`src/rtl/blink_sequencer.sv`:
```
// Pattern-memory LED sequencer: steps through loaded 8-bit words on rising edges of a selected counter bit.
// Define BLINK_SEQ_PINGPONG_EN to bounce between the first and last entry instead of wrapping.
module blink_sequencer #(
    parameter int DEPTH   = 8,
    parameter int COUNT_W = 16
) (
    input  logic                       clk,
    input  logic                       rst,
    input  logic [COUNT_W-1:0]         currentCount,
    input  logic [3:0]                 tap,
    input  logic [7:0]                 pattern_data,
    input  logic                       load,
    input  logic                       clear,
    input  logic                       run_en,
    output logic [7:0]                 led_out,
    output logic [$clog2(DEPTH)-1:0]   step_idx,
    output logic [$clog2(DEPTH):0]     len,
    output logic                       wrap_pulse,
    output logic                       ovf
);

    localparam int IDX_W = $clog2(DEPTH);

    localparam logic [1:0] ST_IDLE = 2'd0;
    localparam logic [1:0] ST_RUN  = 2'd1;
    localparam logic [1:0] ST_HOLD = 2'd2;

    localparam logic [IDX_W-1:0] IDX_ONE = 1;
    localparam logic [IDX_W:0]   LEN_ONE = 1;
    localparam logic [IDX_W:0]   LEN_MAX = DEPTH[IDX_W:0];

    logic [1:0]       state_q, state_d;
    logic [IDX_W:0]   len_q, len_d;
    logic [IDX_W-1:0] step_q, step_d;
    logic [7:0]       led_q, led_d;
    logic             wrap_q, wrap_d;
    logic             ovf_q, ovf_d;
    logic             prev_q;
    logic             mem_we;
    logic [7:0]       mem_q [DEPTH];

    // Tap values beyond the counter width clamp onto its MSB.
    int               tap_clamped;
    logic [COUNT_W-1:0] tap_hit;
    logic             cur_bit;
    logic             tick;

    always_comb begin
        tap_clamped = int'(tap);
        if (tap_clamped >= COUNT_W) begin
            tap_clamped = COUNT_W - 1;
        end
    end

    genvar gi;
    generate
        for (gi = 0; gi < COUNT_W; gi++) begin : g_tap
            assign tap_hit[gi] = (tap_clamped == gi) && currentCount[gi];
        end
    endgenerate

    assign cur_bit = |tap_hit;
    assign tick    = cur_bit && !prev_q;

    logic [IDX_W:0]   last_idx;
    logic [IDX_W-1:0] step_n;
    logic             adv_wrap;

    assign last_idx = len_q - LEN_ONE;

`ifdef BLINK_SEQ_PINGPONG_EN
    logic dir_q, dir_d;
    logic dir_n;

    // dir_q = 1 means counting up; the direction flips on the tick that lands on an endpoint.
    always_comb begin
        step_n   = step_q;
        adv_wrap = 1'b0;
        dir_n    = dir_q;
        if (dir_q) begin
            if ({1'b0, step_q} >= last_idx) begin
                step_n   = '0;
                adv_wrap = 1'b1;
            end else begin
                step_n = step_q + IDX_ONE;
                if ({1'b0, step_n} == last_idx) begin
                    adv_wrap = 1'b1;
                    dir_n    = 1'b0;
                end
            end
        end else begin
            if (step_q == '0) begin
                step_n   = '0;
                adv_wrap = 1'b1;
                dir_n    = 1'b1;
            end else begin
                step_n = step_q - IDX_ONE;
                if (step_n == '0) begin
                    adv_wrap = 1'b1;
                    dir_n    = 1'b1;
                end
            end
        end
    end
`else
    always_comb begin
        step_n   = step_q + IDX_ONE;
        adv_wrap = 1'b0;
        if ({1'b0, step_q} >= last_idx) begin
            step_n   = '0;
            adv_wrap = 1'b1;
        end
    end
`endif

    always_comb begin
        state_d = state_q;
        len_d   = len_q;
        step_d  = step_q;
        led_d   = led_q;
        wrap_d  = 1'b0;
        ovf_d   = ovf_q;
        mem_we  = 1'b0;
`ifdef BLINK_SEQ_PINGPONG_EN
        dir_d   = dir_q;
`endif
        if (clear) begin
            state_d = ST_IDLE;
            len_d   = '0;
            step_d  = '0;
            led_d   = '0;
            ovf_d   = 1'b0;
`ifdef BLINK_SEQ_PINGPONG_EN
            dir_d   = 1'b1;
`endif
        end else begin
            if (load && (state_q != ST_RUN)) begin
                if (len_q < LEN_MAX) begin
                    mem_we = 1'b1;
                    len_d  = len_q + LEN_ONE;
                end else begin
                    ovf_d = 1'b1;
                end
            end
            case (state_q)
                ST_IDLE: begin
                    step_d = '0;
                    led_d  = '0;
                    // Start decision uses len before any load landing this cycle.
                    if (run_en && (len_q != '0)) begin
                        state_d = ST_RUN;
                        led_d   = mem_q[0];
`ifdef BLINK_SEQ_PINGPONG_EN
                        dir_d   = 1'b1;
`endif
                    end
                end
                ST_RUN: begin
                    if (!run_en) begin
                        state_d = ST_HOLD;
                    end else if (tick) begin
                        step_d = step_n;
                        led_d  = mem_q[step_n];
                        wrap_d = adv_wrap;
`ifdef BLINK_SEQ_PINGPONG_EN
                        dir_d  = dir_n;
`endif
                    end
                end
                ST_HOLD: begin
                    if (run_en) begin
                        state_d = ST_RUN;
                    end
                end
                default: begin
                    state_d = ST_IDLE;
                    step_d  = '0;
                    led_d   = '0;
                end
            endcase
        end
    end

    always_ff @(posedge clk) begin
        if (rst) begin
            state_q <= ST_IDLE;
            len_q   <= '0;
            step_q  <= '0;
            led_q   <= '0;
            wrap_q  <= 1'b0;
            ovf_q   <= 1'b0;
            prev_q  <= 1'b0;
`ifdef BLINK_SEQ_PINGPONG_EN
            dir_q   <= 1'b1;
`endif
        end else begin
            state_q <= state_d;
            len_q   <= len_d;
            step_q  <= step_d;
            led_q   <= led_d;
            wrap_q  <= wrap_d;
            ovf_q   <= ovf_d;
            prev_q  <= cur_bit;
`ifdef BLINK_SEQ_PINGPONG_EN
            dir_q   <= dir_d;
`endif
        end
    end

    // Pattern storage is never cleared; len alone marks which entries are valid.
    always_ff @(posedge clk) begin
        if (!rst && mem_we) begin
            mem_q[len_q[IDX_W-1:0]] <= pattern_data;
        end
    end

    assign led_out    = led_q;
    assign step_idx   = step_q;
    assign len        = len_q;
    assign wrap_pulse = wrap_q;
    assign ovf        = ovf_q;

endmodule

```
`config.mk`:
```
export PLATFORM = sky130hd
export DESIGN_NAME = blink_sequencer
export DESIGN_NICKNAME = d
export VERILOG_FILES = /design/src/rtl/blink_sequencer.sv
export SDC_FILE = /design/constraint.sdc
export NUM_CORES = 1
export LEC_CHECK = 0
export CORE_MARGIN = 3
export CORE_UTILIZATION = 54
export CTS_CLUSTER_DIAMETER = 100
export DETAILED_ROUTE_END_ITERATION = 8
export PLACE_DENSITY = 0.78
export SETUP_SLACK_MARGIN = 0.1
export SLEW_MARGIN = 40
export SYNTH_ARGS = -nofsm -noshare
export SYNTH_HDL_FRONTEND = slang
export SYNTH_SLANG_ARGS = --single-unit
```
`constraint.sdc`:
```
create_clock -name clk -period 2.6 [get_ports clk]
set_input_delay 0.52 -clock clk [delete_from_list [all_inputs] [get_ports clk]]
set_output_delay 0.52 -clock clk [all_outputs]
set_load 0.02 [all_outputs]
```
==> results, run 1 <==
- The flow ran to the end, and the final reports show no timing, DRC or antenna violations.
- In this run, CTS created clock tree buffers numbering 9.
- The adder and majority cell fraction of the synthesized area is 2.05%.
- The clock passes through at most 2 buffers.
- Summing the sequential cell areas from Yosys gives 63.5% of the chip area.
- The H-tree depth is 3.
- After detailed routing, the number of remaining DRC violations is 0.
- The largest family of logic cells by synthesized area is compound AO/OA/AOI/OAI gates.
- The startpoint identified for the worst register-to-register timing path is step_idx[1]$_SDFFE_PP0P_.
- The required time of the worst setup path is 2.81 ns.
- The top cell types in the final layout, fill and taps aside, are edfxtp_1 (64), clkdlybuf4s50_1 (48), buf_4 (27).
- The weighted congestion reported at the end of routability-driven placement is 0.847.
- In the global route stage, overall resource usage came out at 22.0%.
- The die is 88.3 microns tall.
- The number of storage elements in the synthesis netlist is 84.
- The max capacitance violation total is 0.
- The number of placed instances, taps included, is 412.
- The number of nets still failing antenna checks after routing is 0.
- The number of antenna violations at the first check in global routing is 0.
- The compound-cell area share of the yosys netlist is 11.0%.
- Summing over every cut layer, the via total after detailed routing is 2525.
- Counting every net in the synthesized netlist gives 305.
- During placement, the flow inserted port buffers numbering 49.
- The first TritonRoute pass finished after 5 iterations.
- The number of enable-type register cells in the synthesized netlist is 64.
- The synthesized netlist devotes 10.1% of its cell area to simple gates.
- The worst-case clock skew is 0.00935 ns.
- The critical path capture point is led_out[4]$_SDFFE_PP0P_.
- Excluding fillers, the count of instances in the completed layout stands at 428.
- The final-stage net count is 385.
- The full die area is 0.00780 sq mm.
- For this design the top-level I/O count stands at 50.
- The number of global-route vias before repair is 2416.
- The design draws 0.00249 W.
- The minimum hold slack is 0.471 ns.
- Relative to the synthesized area, the layout overhead comes to 26.3%.
- The HPWL after detailed placement is 5760 microns.
- From left edge to right edge, the die measures 88.3 microns.
- The number of clock sinks is 84.
- For this configuration, the core starts out at a cell density of 56.6%.
- The worst setup path is launched from an input pin.
- The core region area is 0.00646 sq mm.
- After the first detailed-routing iteration, the DRC count stood at 170.
- Yosys mapped the design onto 45 distinct sky130hd cell types.
- The total count of max-transition violations in the final report is 0.
- The largest driver fanout on the critical path is 9.
- Buffers added to address setup during post-CTS repair amount to 0.
- The worst ir drop on vdd is 0.592 mV.
- The later-pin clock latency in the skew report is 0.35 ns.
- Summing the areas of all xor and xnor instances in the mapped netlist gives 1.68% of the synthesized area.
- The final routed wirelength across all metal layers is 7990 microns.
- The slack of the worst reg-to-reg path is 0.31 ns.
- The data arrival time of the worst path is 2.55 ns.
- The first global-routing pass estimated 12500 microns of wire.
- The final critical path takes up 89.8% of the cycle.
- The total power divided by cell area is 538 mW/mm^2.
- The total of warnings raised by yosys is 0.
- After synthesis, the mean cell area works out to 13.7 sq um.
- Summing every instance area after synthesis gives 0.00366 sq mm.
- The most common library cell in the layout ignoring fill and taps is edfxtp_1.
- The detail-routed via count per cell is 5.90.
- The clock period could shrink to 2.33 ns.
- The count of endpoints failing setup in the final report is 0.
- The static leakage is 1.62 nW.
- In the final routed layout, each cell accounts on average for 18.7 microns.
- Tracing the worst setup path back leads to its startpoint at currentCount[6].
- The row count is 29.
- The kind of capture point of the worst setup path is a register.
- The post-synthesis async set-or-reset flop share is 0%.
- Measured against its own limit, the worst slew margin works out to 67.7%.
- The worst hold path belongs to the class reg2reg.
- Setup repair after global routing left no endpoint under its margin.
- For this run, the leading register cell type out of synthesis is edfxtp_1.
- The number of diodes is 0.
- The top cell type by total area after synthesis is edfxtp_1.
- The worst register-to-register path ends at led_out[4]$_SDFFE_PP0P_.
- The overflow left after global routing is 0.
- After synthesis, the largest area contributor takes up 52.5% of total cell area.
- The hold violation total from the final report is 0.
- The kind of critical path is in2reg.
- The maximum number of pins on one net before global-route repair is 17.
- Measured against the total synthesized area, the mux share comes to 10.5%.
- In the post-synthesis netlist, the biggest area contributors are edfxtp_1 (53%), dfxtp_1 (11%), mux4_1 (2.9%).
- TritonCTS built the clock tree.
- At the pin with the least slew margin, the transition time is 0.483 ns.
- The number of cells on the worst reg-to-reg path is 8.
- The clock-pin slew of the registers on the worst-case setup and hold paths is 0.08 ns.
- Static timing analysis puts the maximum clock frequency at 0.428 GHz.
- The root buffer cell chosen for the clock tree is clkbuf_8.
- The share of cells above drive strength 1 is 17.4%.
- The post-synthesis cell count is 266.
-- how the worst min path moves through the flow --
| stage | slack (ns) | from | depth (start not counted) | end |
|---|---|---|---|---|
| after floorplan | 0.48 | mem_q[0][1]$_DFFE_PP_ | 2 | led_out[1]$_SDFFE_PP0P_ |
| after global placement | 0.45 | led_out[6]$_SDFFE_PP0P_ | 1 | led_out[6]$_SDFFE_PP0P_ |
| after detailed placement | 0.45 | led_out[1]$_SDFFE_PP0P_ | 1 | led_out[1]$_SDFFE_PP0P_ |
| after CTS | 0.47 | led_out[1]$_SDFFE_PP0P_ | 1 | led_out[1]$_SDFFE_PP0P_ |
| after global routing | 0.48 | led_out[1]$_SDFFE_PP0P_ | 1 | led_out[1]$_SDFFE_PP0P_ |
| final | 0.47 | led_out[1]$_SDFFE_PP0P_ | 1 | led_out[1]$_SDFFE_PP0P_ |
-- cells in the mapped netlist, types with 2 or more instances --
library cell	number
a211oi_1	9
a21o_1	2
a21oi_1	15
and3_1	4
clkbuf_1	6
dfxtp_1	20
edfxtp_1	64
ha_1	6
inv_1	3
mux2_2	8
mux2i_1	10
mux4_1	4
mux4_2	4
nand2_1	12
nand2b_1	2
nand3_1	11
nor2_1	19
nor2b_1	6
nor3_1	8
o211ai_1	3
o21ai_0	14
o221ai_1	3
o2bb2ai_1	4
o31ai_1	3
xnor2_1	4
xor2_1	3
-- repair_timing --
item	in CTS	in global routing
pin swaps	0	0
hold buffers	0	0
endpoints found under the setup margin	11	3
resized for setup	1	3
-- cell families (layout without fill, tap and decap cells) --
group | after synthesis | count (layout)
muxes | 26 | 26
AOI/OAI and AO/OA | 61 | 61
buffers and inverters | 11 | 96
xor gates and xnor gates | 7 | 7
DFF | 84 | 84
adders and majority gates | 6 | 6
and+or+nand+nor | 71 | 71
-- where the power goes --
group | leakage [nW] | internal [W] | switching [W]
Sequential | 0.738 | 0.00145 | 0.00000395
Clock | 0.0903 | 0.000442 | 0.000440
Combinational | 0.796 | 0.0000829 | 0.0000664
Total | 1.62 | 0.00197 | 0.000511
-- state kept, by name, summed over array words and instances (netlist names) --
| signal | count |
|---|---|
| ovf | 1 |
| len | 4 |
| state_q | 2 |
| mem_q | 64 |
| led_out | 8 |
| wrap_pulse | 1 |
| step_idx | 3 |
| prev_q | 1 |
-- critical path, stage by stage --
cell and delay [ns]:
clkdlybuf4s50_1 0.42, mux4_1 0.51, mux4_2 0.51, a21oi_1 0.20, nor2_2 0.13, o21ai_0 0.20
a21oi_1 0.06
-- stage by stage --
| step | instance area, sq um | utilization, % | worst slack (ns) | TNS, ns |
|---|---|---|---|---|
| 2_1_floorplan | 3660 | - | 0.228 | 0 |
| 3_3_place_gp | 4430 | 68.5 | -0.289 | -2.70 |
| 3_5_place_dp | 4430 | 68.5 | -0.344 | -3.45 |
| 4_1_cts | 4620 | 71.5 | 0.182 | 0 |
| 5_1_grt | 4620 | 71.5 | 0.142 | 0 |
| 6_report | 4620 | 71.5 | 0.266 | 0 |
-- cell type report --
class / instances / area [sq um]
Clock buffer: 10 / 128
Clock inverter: 6 / 62.6
Fill cell: 443 / 1840
Inverter: 4 / 15.0
Multi-Input combinational cell: 171 / 1310
Sequential cell: 84 / 2320
Tap cell: 77 / 96.3
Timing Repair Buffer: 76 / 692
-- per-layer routing --
layer | track usage, % | share of wire [%] | vias to the layer above
met2 | 35.0 | 47 | 100
met4 | 7.01 | 2.3 | 0
met1 | 30.3 | 42 | 1208
met3 | 5.21 | 8.1 | 17
met5 | 0 | 0 | -
li1 | - | - | 1200
Power figures use the tool's default switching activity.
==> inputs of run 2 (changes only) <==
CAP_MARGIN = 20   (was not set)
SETUP_SLACK_MARGIN = not set   (was 0.1)
==> run 2 against run 1 <==
Effect of this change:
- die area did not move
- critical endpoint is now led_out[6]$_SDFFE_PP0P_
- sequential share of layout area barely moved
- utilization barely moved
- via count up 0.55%
==> results, run 2 (synthesis results as in run 1) <==
- The number of diodes is 0.
- The worst setup path is of the reg2reg kind.
- The worst hold path begins at led_out[1]$_SDFFE_PP0P_.
- The startpoint identified for the worst register-to-register timing path is len[0]$_SDFFE_PP0P_.
- In the routed design, unresolved DRC markers number 0.
- Input and output buffers added on the ports amount to 49.
- For this run, the post-layout net count is 385.
- The source of the critical timing path is len[0]$_SDFFE_PP0P_.
- Dividing the detail-routed wire length by the instance count gives 18.8 microns.
- On the final layout, the worst clock skew is 0.0123 ns.
- Before antenna repair, the detailed router went through 5 iterations.
- In the global route stage, met3 resource usage came out at 5.21%.
- The total power is 0.00249 W.
- The post-detailed-placement half-perimeter wirelength is 5760 microns.
- The total non-filler cell area in the finished layout is 0.00462 sq mm.
- The count of endpoints failing setup in the final report is 0.
- In this run the number of H-tree levels came out at 3.
- The met2 capacity usage during global routing is 35.0%.
- IR analysis of the VDD net gives a maximum drop of 0.593 mV.
- The largest individual stage delay along the critical path comes from the cell dfxtp_1.
- The kind of capture point of the worst setup path is a register.
- 50 I/O pins were placed.
- The total of hold buffers inserted after clock tree synthesis is 0.
- The full die area is 0.00780 sq mm.
- met2 is the most crowded layer.
- The combined global-route utilization of all metal layers is 22.0%.
- The worst setup path is launched from a register.
- After clock tree synthesis, the repair step resized 0 gates.
- The final routed wirelength across all metal layers is 8030 microns.
- At the worst endpoint, the required time is 2.83 ns.
- The type of the tightest min-delay check is reg2reg.
- The number of violations reported at the end of detailed-routing iteration 0 is 149.
- The max capacitance violation total is 0.
- The region available for standard cell placement spans 0.00646 sq mm.
- Based on the critical path, the design can be clocked at up to 0.417 GHz.
- The final critical-path required period is 2.40 ns.
- At the end of routability-driven placement, the weighted congestion stood at 0.847.
- The run finished with clean final reports.
- The row count is 29.
- The total count of max-transition violations in the final report is 0.
- The detail route stage leaves a number of antenna-violating nets equal to 0.
- Setup repair after global routing left no endpoint under its margin.
- In this run the horizontal extent of the chip is 88.3 microns.
- The flip-flop count of the largest register after layout is 64.
- The transition time at the pin with the least slew margin is 0.557 ns.
- Summed over all cells, the static leakage comes to 1.63 nW.
- Leaving out fill and tap cells, the most frequent cell in the layout is edfxtp_1.
- The maximum clock insertion buffer count is 2.
- Clock tree synthesis found a total of 84 sinks.
- The post-CTS setup buffer count is 0.
- The hold violation total from the final report is 0.
- Once placement finished, the instance area stood at 0.00443 sq mm.
- The maximum number of pins on one net before global-route repair is 17.
- After detailed routing, the number of vias per cell comes to 5.93.
- At the later pin of the worst-skew pair, clock insertion delay measures 0.35 ns.
- The worst pin sits at a relative slew slack of 62.5%.
- Clock tree synthesis inserted a total of 9 buffers.
- The number of global-route vias before repair is 2416.
- The data arrival time of the worst path is 2.63 ns.
- After clock tree synthesis, the clock-pin slew on the worst setup and hold paths is 0.08 ns.
- The vias after detailed routing is 2539.
- Along the worst path, the maximum fanout reaches 5.
- Global routing used 30.3% of the available met1 tracks.
- The number of fill cells is 444.
- In the layout the commonest cells are edfxtp_1 (64), clkdlybuf4s50_1 (48), buf_4 (27).
- TritonCTS built the clock tree.
- The starting density of the core is 56.6%.
- The critical path goes through inv_1 -> ha_1 -> xnor2_1 -> ha_1 -> nand2_1 -> o21ai_0 -> nand2_1 -> buf_4 -> and3_1 -> a211oi_1 -> o2bb2ai_1.
- The overflow left after global routing is 0.
- The setup TNS is 0 ns.
- In this design, the stage delay of the slowest critical-path cell is 0.33 ns.
- In this run the power density over the cells is 538 mW/mm^2.
- From synthesis to final layout, the design area changed by 26.3%.
- The number of antenna violations at the first check in global routing is 0.
- The first global-routing pass estimated 12500 microns of wire.
- In this run the clock root is driven by a clkbuf_8.
- The floorplan step set the die height to 88.3 microns.
- The share of cells above drive strength 1 is 17.1%.
- Of the available clock period, the critical path in the final layout requires 92.3%.
## run 2: cell count changes in the layout (fill, tap and decap cells not counted)
cell,before,now
a211oi_1,8,9
dlygate4sd2_1,1,0
o21ai_0,12,14
a211oi_2,1,0
dlymetal6s2s_1,0,1
o21ai_1,2,0
## run 2: final timing paths
check | end | slack, ns | cells after the start
min | led_out[1]$_SDFFE_PP0P_ | 0.47 | 1
max reg2reg | led_out[6]$_SDFFE_PP0P_ | 0.20 | 11
max | led_out[6]$_SDFFE_PP0P_ | 0.20 | 11
min reg2reg | led_out[1]$_SDFFE_PP0P_ | 0.47 | 1
## run 2: report_power, final
| group | internal (W) | total, W | switching (W) |
|---|---|---|---|
| Sequential | 0.00145 | 0.00145 | 0.00000381 |
| Combinational | 0.0000831 | 0.000150 | 0.0000668 |
| Clock | 0.000442 | 0.000883 | 0.000441 |
| Total | 0.00198 | 0.00249 | 0.000512 |
## run 2: per-stage QoR
step / util [%] / hold WS [ns] / setup WS (ns) / instances
after detailed placement: 68.5 / 0.449 / -0.344 / 412
after floorplan: - / 0.484 / 0.228 / 266
after global routing: 71.5 / 0.479 / 0.0322 / 428
after CTS: 71.5 / 0.471 / 0.0398 / 428
after global placement: 68.5 / 0.448 / -0.289 / 412
final: 71.5 / 0.471 / 0.199 / 428
## run 2: area by class of cell
| cell class | count | area, sq um | share of cell area, % |
|---|---|---|---|
| Clock buffer | 10 | 128 | 2.76 |
| Timing Repair Buffer | 76 | 696 | 15.1 |
| Multi-Input combinational cell | 171 | 1300 | 28.1 |
| Tap cell | 77 | 96.3 | 2.09 |
| Inverter | 4 | 15.0 | 0.325 |
| Clock inverter | 6 | 62.6 | 1.35 |
| Sequential cell | 84 | 2320 | 50.3 |
## run 2: metal layers
layer	up-vias	part of all wire, %
met2	96	49
met1	1230	43
met4	0	1.4
li1	1201	-
met3	12	6.6
met5	-	0
## run 2: worst max-delay path: cells and delay by family, from the launching register on
family,cells,cell delay (ns)
simple gates,3,0.42
compound gates,3,0.65
fa+ha+maj,2,0.50
buf+inv,2,0.26
flops,1,0.33
xor+xnor,1,0.13
==> inputs of run 3 (changes only) <==
==> constraint.sdc (replaced) <==
create_clock -name clk -period 2.6 [get_ports clk]
set_input_delay 0.52 -clock clk [delete_from_list [all_inputs] [get_ports clk]]
set_output_delay 0.52 -clock clk [all_outputs]
set_load 0.1 [all_outputs]
==> run 3 against run 2 <==
Effect of this change:
- fmax rose by 0.92%
- hold slack lost 0.0021 ns
- flip-flop and latch count unchanged
- sequential power barely moved
- wire length grew 0.81%
- setup slack improved by 0.022 ns
- largest power group unchanged
- largest cell class unchanged
- critical path depth decreased by 4
- non-clock buffer count fell by 4
- via count decreased by 1.3%
==> results, run 3 (synthesis results as in run 1) <==
- The flow ran to the end, and the final reports show no timing, DRC or antenna violations.
- The clock arrives with 0.00797 ns of skew.
- The clock buffer count from CTS is 9.
- Along the worst path, the maximum fanout reaches 9.
- Clock tree synthesis selected as its root buffer the cell clkbuf_8.
- Setup repair after global routing left no endpoint under its margin.
- The number of global-route vias before repair is 2396.
- The filler cells instantiated in the layout total 455.
- The core region area is 0.00646 sq mm.
- The total power is 0.00244 W.
- In this run the static leakage power is 1.64 nW.
- The maximum number of pins on one net before global-route repair is 24.
- The number of diodes is 0.
- The die is 88.3 microns tall.
- The share of cells above drive strength 1 is 23.1%.
- Headroom to the max-slew limit came out at 67.6%.
- The detail-routed via count per cell is 5.91.
- The CTS tree is yes.
- The overflow left after global routing is 0.
- The total count of max-transition violations in the final report was 0.
- The H-tree depth is 3.
- Sequential cells burn 59.7% of the power.
- Data on the critical path is required at its endpoint by 2.82 ns.
- The register with the most flip-flops in the layout has 64 of them.
- The number of I/O pins is 50.
- The hold violation total from the final report was 0.
- Once the floorplan was initialized, standard cells occupied 56.6% of the core.
- For this design the total switching power over the nets is 0.000549 W.
- The highest layer touched by signal routing is met4.
- The routed wire length per instance is 19.1 microns.
- Combinational logic burns 6.9% of the power.
- Once layout is done, the placed cells without fillers occupy 0.00455 sq mm.
- The worst setup path is of the in2reg kind.
- The type of the tightest min-delay check is reg2reg.
- The post-route fraction of the period consumed by the critical path is 91.5%.
- The clock network burns 33.4% of the power.
- The combined global-route utilization of all metal layers is 22.2%.
- Once the clock tree was built, the setup fixing pass inserted 0 buffers.
- STA classifies the critical path startpoint as an input pin.
- The maximum clock insertion buffer count is 2.
- The final route contains 2505 vias.
- The number of buffer and inverter instances along the worst setup path is 1.
- The final-stage net count is 381.
- The number of antenna violations at the first check in global routing is 0.
- The most common library cell in the layout ignoring fill and taps is edfxtp_1.
- Traced cell by cell, the critical path runs through clkdlybuf4s50_1 -> mux4_1 -> mux4_2 -> a21oi_1 -> nor2_2 -> o21ai_0 -> a21oi_1.
- Buffers placed on the I/O ports in this run total 49.
- After detailed routing, the number of remaining DRC violations is 0.
- The first global-routing pass estimated 12600 microns of wire.
- On the worst path, the slowest cell contributes a delay of 0.53 ns.
- The final critical-path required period is 2.38 ns.
- For this block, the initial DRC count from the detailed router was 203.
- The area growth from synthesis to layout is 24.4%.
- Setup violations remaining at the end of the flow were counted as 0.
- After clock tree synthesis, the clock-pin slew on the worst setup and hold paths is 0.08 ns.
- The maximum achievable frequency is 0.420 GHz.
- Detailed routing placed a total of 612 microns of wire on met3.
- The max capacitance violation total is 0.
- The chip width is 88.3 microns.
- The transition time at the pin with the least slew margin is 0.485 ns.
- The detail route stage leaves a number of antenna-violating nets equal to 0.
- The post-detailed-placement half-perimeter wirelength is 5830 microns.
- The worst slack after detailed placement is -0.403 ns.
- The weighted congestion reported at the end of routability-driven placement is 0.838.
- The final routed wirelength across all metal layers is 8100 microns.
- CTS saw 84 sinks.
- The minimum hold slack is 0.469 ns.
- The full die area is 0.00780 sq mm.
- The total power divided by cell area is 536 mW/mm^2.
- The total placed instance area is 0.00437 sq mm.
- In this design, the critical path's most frequently occurring cell is a21oi_1.
- The row count is 29.
- Internal power comes to 0.00189 W.
- The family with the most delay on the worst path is multiplexers.
- In the detailed route, the total length drawn on met2 is 3980 microns.
- The net switching share of the total power is 22.5%.
- Setup slack on the critical path of the routed design comes to 0.221 ns.
- The worst-path cell with the longest stage delay is mux4_2.
- Across the VDD grid, the largest voltage drop is 0.509 mV.
- Setup total negative slack on the finished layout was measured at 0 ns.
- The data arrival time of the worst path is 2.60 ns.
- In the layout the commonest cells are edfxtp_1 (64), buf_4 (39), clkdlybuf4s50_1 (31).
- The length of the first detailed-routing pass in iterations is 4.
- The total routed wire length on the met1 layer is 3400 microns.
- The kind of capture point of the worst setup path is a register.
- Clock latency on the worst-skew pair, taken at its later pin, is 0.35 ns.
==> run 3: final timing paths <==
| kind | depth (start not counted) | slack, ns | startpoint | end |
|---|---|---|---|---|
| worst max-delay path | 7 | 0.22 | currentCount[7] | led_out[3]$_SDFFE_PP0P_ |
| worst min-delay path | 1 | 0.47 | led_out[6]$_SDFFE_PP0P_ | led_out[6]$_SDFFE_PP0P_ |
| worst max register to register | 10 | 0.23 | len[0]$_SDFFE_PP0P_ | step_idx[2]$_SDFFE_PP0P_ |
| worst min register to register | 1 | 0.47 | led_out[6]$_SDFFE_PP0P_ | led_out[6]$_SDFFE_PP0P_ |
==> run 3: area by class of cell <==
type	count	area [sq um]	area share, %
Timing Repair Buffer	72	632	13.9
Inverter	4	15.0	0.330
Clock buffer	10	128	2.81
Tap cell	77	96.3	2.12
Multi-Input combinational cell	171	1300	28.6
Clock inverter	6	47.5	1.05
Sequential cell	84	2330	51.2
==> run 3: power groups by stage <==
stage | Sequential (W) | Clock, W | Combinational (W)
after CTS | 0.00145 | 0.000831 | 0.000170
final | 0.00145 | 0.000814 | 0.000169
after global routing | 0.00145 | 0.000883 | 0.000181
after detailed placement | 0.00148 | 0 | 0.000169
after global placement | 0.00148 | 0 | 0.000164
after floorplan | 0.00151 | 0 | 0.0000565
==> run 3: per-stage QoR <==
stage | instances | utilization [%]
6_report | 424 | 70.4
5_1_grt | 424 | 70.4
4_1_cts | 424 | 70.4
3_5_place_dp | 408 | 67.7
3_3_place_gp | 408 | 67.7
2_1_floorplan | 266 | -
==> run 3: layer usage <==
metal | global-route usage [%] | vias to the layer above
met2 | 36.8 | 92
li1 | - | 1190
met5 | 0 | -
met1 | 29.2 | 1215
met4 | 6.04 | 0
met3 | 5.59 | 8
==> run 3: repair_timing <==
item                                    4_1_cts  5_1_grt
hold endpoints to repair                      0        0
resized for setup                             1        2
hold buffers                                  0        0
pin swaps                                     0        0
endpoints found under the setup margin        4        2
==> RTL change 1, RTL diff (flow settings as in run 3) <==
Remove the register `wrap_q`: a continuous assignment takes its place, so the output `wrap_pulse` follows one clock earlier.
--- a/src/rtl/blink_sequencer.sv
+++ b/src/rtl/blink_sequencer.sv
@@ -187,7 +187,6 @@
             len_q   <= '0;
             step_q  <= '0;
             led_q   <= '0;
-            wrap_q  <= 1'b0;
             ovf_q   <= 1'b0;
             prev_q  <= 1'b0;
 `ifdef BLINK_SEQ_PINGPONG_EN
@@ -198,7 +197,6 @@
             len_q   <= len_d;
             step_q  <= step_d;
             led_q   <= led_d;
-            wrap_q  <= wrap_d;
             ovf_q   <= ovf_d;
             prev_q  <= cur_bit;
 `ifdef BLINK_SEQ_PINGPONG_EN
@@ -206,6 +204,8 @@
 `endif
         end
     end
+
+    assign wrap_q = wrap_d;
 
     // Pattern storage is never cleared; len alone marks which entries are valid.
     always_ff @(posedge clk) begin
Function: changed (Yosys sat finds a counterexample within 4 cycles, from zero or initial values and one cycle with rst high).
==> RTL change 1 against run 3 <==
- the run now ends with setup timing left
- cell area increased by 5.9%
- highest routed layer unchanged
- count of clock-buffer cells in the layout decreased by 1
- power increased by 9.4%
- via count increased by 7.6%
- combinational power increased by 22%
- sequential cell count decreased by 1
- largest cell class unchanged
- worst hold slack improved by 18 ps
- synthesized cell count increased by 6.8%
- core utilization increased by 3.8 points
- setup slack got worse by 290 ps
- wire length increased by 7.8%
- synthesized area increased by 1.6%
- sequential share of layout area decreased by 3.1 points
==> RTL change 1: results (changes against run 3) <==
largest net degree at the start of global routing=16 (-33%); Non-clk invs=8 (+4); Mapped Avg Cell Area=13.1 um^2 (-4.8%); met2 wire length=3950 um (-0.70%); worst path arrival time=2150 ps (-450 ps); synthesized net count=323 (+5.9%); Starting DRT DRC Count=305 (+50%); met1 Use GR=0.322 (+0.0300); CP top delay family=adder cells; GR Util met3=0.0544 (-0.00149); layout cells sized above 1=0.288 (+0.0579); via count=2,696 (+7.6%); met3 routed WL=899 um (+47%); Seq/total area=0.481 (-0.0305); number of clock buffers in the layout=9 (-1); Final nets=405 (+6.3%); buffering overhead=0.151 (+0.0119); Clock buf/inv share=0.0465 (+0.00797); multi-input gates=180 (+5.3%); final setup fails=1 (+1); Seq cells=83 (-1.2%); fraction of area in multi-input gates=0.294 (+0.00783); status=finished, violations left; fin cells=448 (+5.7%); Lkg Pwr=1.75 nW (+6.8%); setup ws final=-65.0 ps (-286 ps); Fin Hold WS=487 ps (+17.6 ps); router iterations before antenna repair=5 (+1); Area growth syn-to-layout=29.7%; Syn. warnings=0 (unchanged); synth top area cells=edfxtp_1 52%, dfxtp_1 10%, mux4_2 3.6%, mux2i_1 2.7%, nor2_1 2.6%; gpl congestion=0.867 (+3.4%); CTS resizes=7 (+6); routed length on met1=3690 um (+8.7%); Post-CTS Setup Inserts=5 (+5); Synth top cells by count=64 x edfxtp_1, 26 x nor2_1, 21 x nand2_1, 19 x dfxtp_1, 12 x o21ai_0; number of global-route vias before repair=2,530 (+5.6%); crit-path max FO=3 (-6); sequential area share after synthesis=0.619 (-0.0156); slowest CP cell=dfxtp_4; grt met2 use=0.349 (-0.0196); Non-CTS buffers=84 (+17%); Setup TNS Final=-65.0 ps (-65.0 ps); Setup Skew=11.2 ps (+3.23 ps); area post-placement=4470 um^2 (+2.3%); first-pass GRT wire length=13,100 um (+4.0%); R2R setup slack=30 ps (-200 ps); failing checks=setup timing; DR WL/cell=19.5 um (+2.0%); DP Cell Count=425 (+4.2%); overall routing resource usage=0.228 (+0.00669); Worst path max stage delay=360 ps (-170 ps); dpl ws=-270 ps (+134 ps)
## RTL change 1: worst reg2reg max path, delay by kind of cell (launching register included)
| kind | cells | cell delay, ps |
|---|---|---|
| AO/OA/AOI/OAI | 6 | 1210 |
| flip-flops | 1 | 360 |
| adder cells (fa/ha/maj) | 2 | 460 |
| buffers and inverters | 3 | 330 |
| XOR/XNOR | 1 | 120 |
## RTL change 1: power breakdown
group          switching (mW)  total (mW)  internal (mW)
Clock                   0.475        1.02          0.549
Combinational           0.107       0.207         0.0999
Sequential            0.00525        1.44           1.43
## RTL change 1: cell families after synthesis
logic type      share of synthesized area
flops                               0.619
simple gates                        0.104
compound gates                      0.134
mux                                0.0815
buf+inv                            0.0266
xor+xnor                           0.0141
fa+ha+maj                          0.0202
## RTL change 1: worst paths after layout
kind               start         end  cells after the start
setup / recovery  len[0]  wrap_pulse                      9
hold / removal       ovf         ovf                      2
setup reg to reg  len[0]  led_out[5]                     12
hold reg to reg      ovf         ovf                      2
==> RTL change 2, RTL diff (flow settings as in run 3) <==
Without the edit above. Change the parameter `COUNT_W` from 16 to 18.
--- a/src/rtl/blink_sequencer.sv
+++ b/src/rtl/blink_sequencer.sv
@@ -2,7 +2,7 @@
 // Define BLINK_SEQ_PINGPONG_EN to bounce between the first and last entry instead of wrapping.
 module blink_sequencer #(
     parameter int DEPTH   = 8,
-    parameter int COUNT_W = 16
+    parameter int COUNT_W = 18
 ) (
     input  logic                       clk,
     input  logic                       rst,
Ports: changed (resized currentCount); port bits go from 50 to 52. The function was not compared with the original's and may differ.
==> RTL change 2 against run 3 <==
- power increased by 5.2%
- wire length increased by 9.1%
- sequential cell count is the same
- die area rose by 4.1%
- clock power is 14% higher
- sequential share of layout area is 2.1 points lower
- setup slack worse by 110 ps
- worst hold slack gained 11 ps
- sequential power is essentially flat
- cell area rose by 4.6%
- via count grew 7.5%
- synthesized area rose by 4.4%
- largest power group unchanged
==> RTL change 2: results (changes against run 3) <==
status=complete, no violations; R2R setup slack=110 ps (-120 ps); layout cells sized above 1=0.252 (+0.0215); WL final=8830 um (+9.1%); Seq/total area=0.491 (-0.0212); Setup Skew=8.95 ps (+0.988 ps); crit-path max FO=6 (-3); met1 Use GR=0.289 (-0.00262); Adder-Cell Fraction of Synth Area=0.0197 (-0.000868); gpl congestion=0.890 (+6.2%); Worst path max stage delay=360 ps (-170 ps); number of global-route vias before repair=2,651 (+11%); worst path arrival time=2780 ps (+180 ps); DR vias/cell=5.79 (-2.0%); buffering overhead=0.140 (+0.000927); Mapped Avg Cell Area=13.0 um^2 (-5.2%); dpl ws=45.5 ps (+449 ps); hold path endpoint=ovf; synthesized net count=334 (+9.5%); fraction of area in multi-input gates=0.299 (+0.0128); met2 wire length=4180 um (+4.9%); peak supply drop=0.447 mV (-12%); Lkg Pwr=1.66 nW (+1.3%); routed length on met1=3630 um (+6.9%); DP Cell Count=449 (+10%); first-pass GRT wire length=14,200 um (+12%); GR Util met3=0.0661 (+0.0102); synth top area cells=edfxtp_1 50%, dfxtp_1 10%, mux2i_1 5.2%, mux4_2 4.1%, nor2_1 2.5%; Synth cell types=51 (+13%); area post-placement=4540 um^2 (+3.7%); Clock buf/inv share=0.0418 (+0.00328); multi-input gates=187 (+9.4%); Post-DP HPWL=6160 um (+5.6%); sequential area share after synthesis=0.608 (-0.0268); multiplexer share of the synthesized area=0.114 (+0.00898); Starting DRT DRC Count=164 (-19%); grt met2 use=0.365 (-0.00380); hold path startpoint=ovf; Slew headroom=0.650 (-0.0262); hold path cells=2 (+1); Seq cells=84 (unchanged); XOR/XNOR share of the synthesized area=0.0138 (-0.00300); overall routing resource usage=0.229 (+0.00789); Layout fillers=506 (+11%); critical path type=flip-flop to flip-flop; Final nets=405 (+6.3%); slowest CP cell=dfxtp_4; Multi-input gate area=1420 um^2 (+9.3%); Critical R2R Capture=led_out[2]; Fin Hold WS=480 ps (+10.6 ps); cells on worst reg2reg path=13 (+3); Synth Area in Compound Gates=0.125 (+0.0153); fin cells=465 (+9.7%); Die Width=90.1 um (+2.0%)
## RTL change 2: power by group through the flow
stage | combinational [mW] | sequential [mW] | clock [mW]
CTS | 0.183 | 1.45 | 0.939
detailed placement | 0.182 | 1.48 | 0
floorplan | 0.0684 | 1.50 | 0
global route | 0.200 | 1.45 | 1.01
global placement | 0.178 | 1.48 | 0
finish | 0.184 | 1.45 | 0.926
## RTL change 2: worst max path at each step
stage | slack (ps) | depth (start not counted) | to
after floorplan | 8 | 11 | led_out[6]
after global placement | 130 | 6 | led_out[4]
after global routing | 3 | 12 | led_out[1]
after CTS | 40 | 12 | led_out[7]
after detailed placement | 50 | 8 | led_out[5]
final | 110 | 13 | led_out[2]
## RTL change 2: repair_timing
action	in CTS	in global routing
resized for setup	0	5
setup endpoints to repair	0	8
endpoints found under the hold margin	0	0
## RTL change 2: tightest hold or removal path, cell delays in order, from the launching register on
cell and delay (ps):
dfxtp_1 330, a31oi_1 40, nor2_1 70
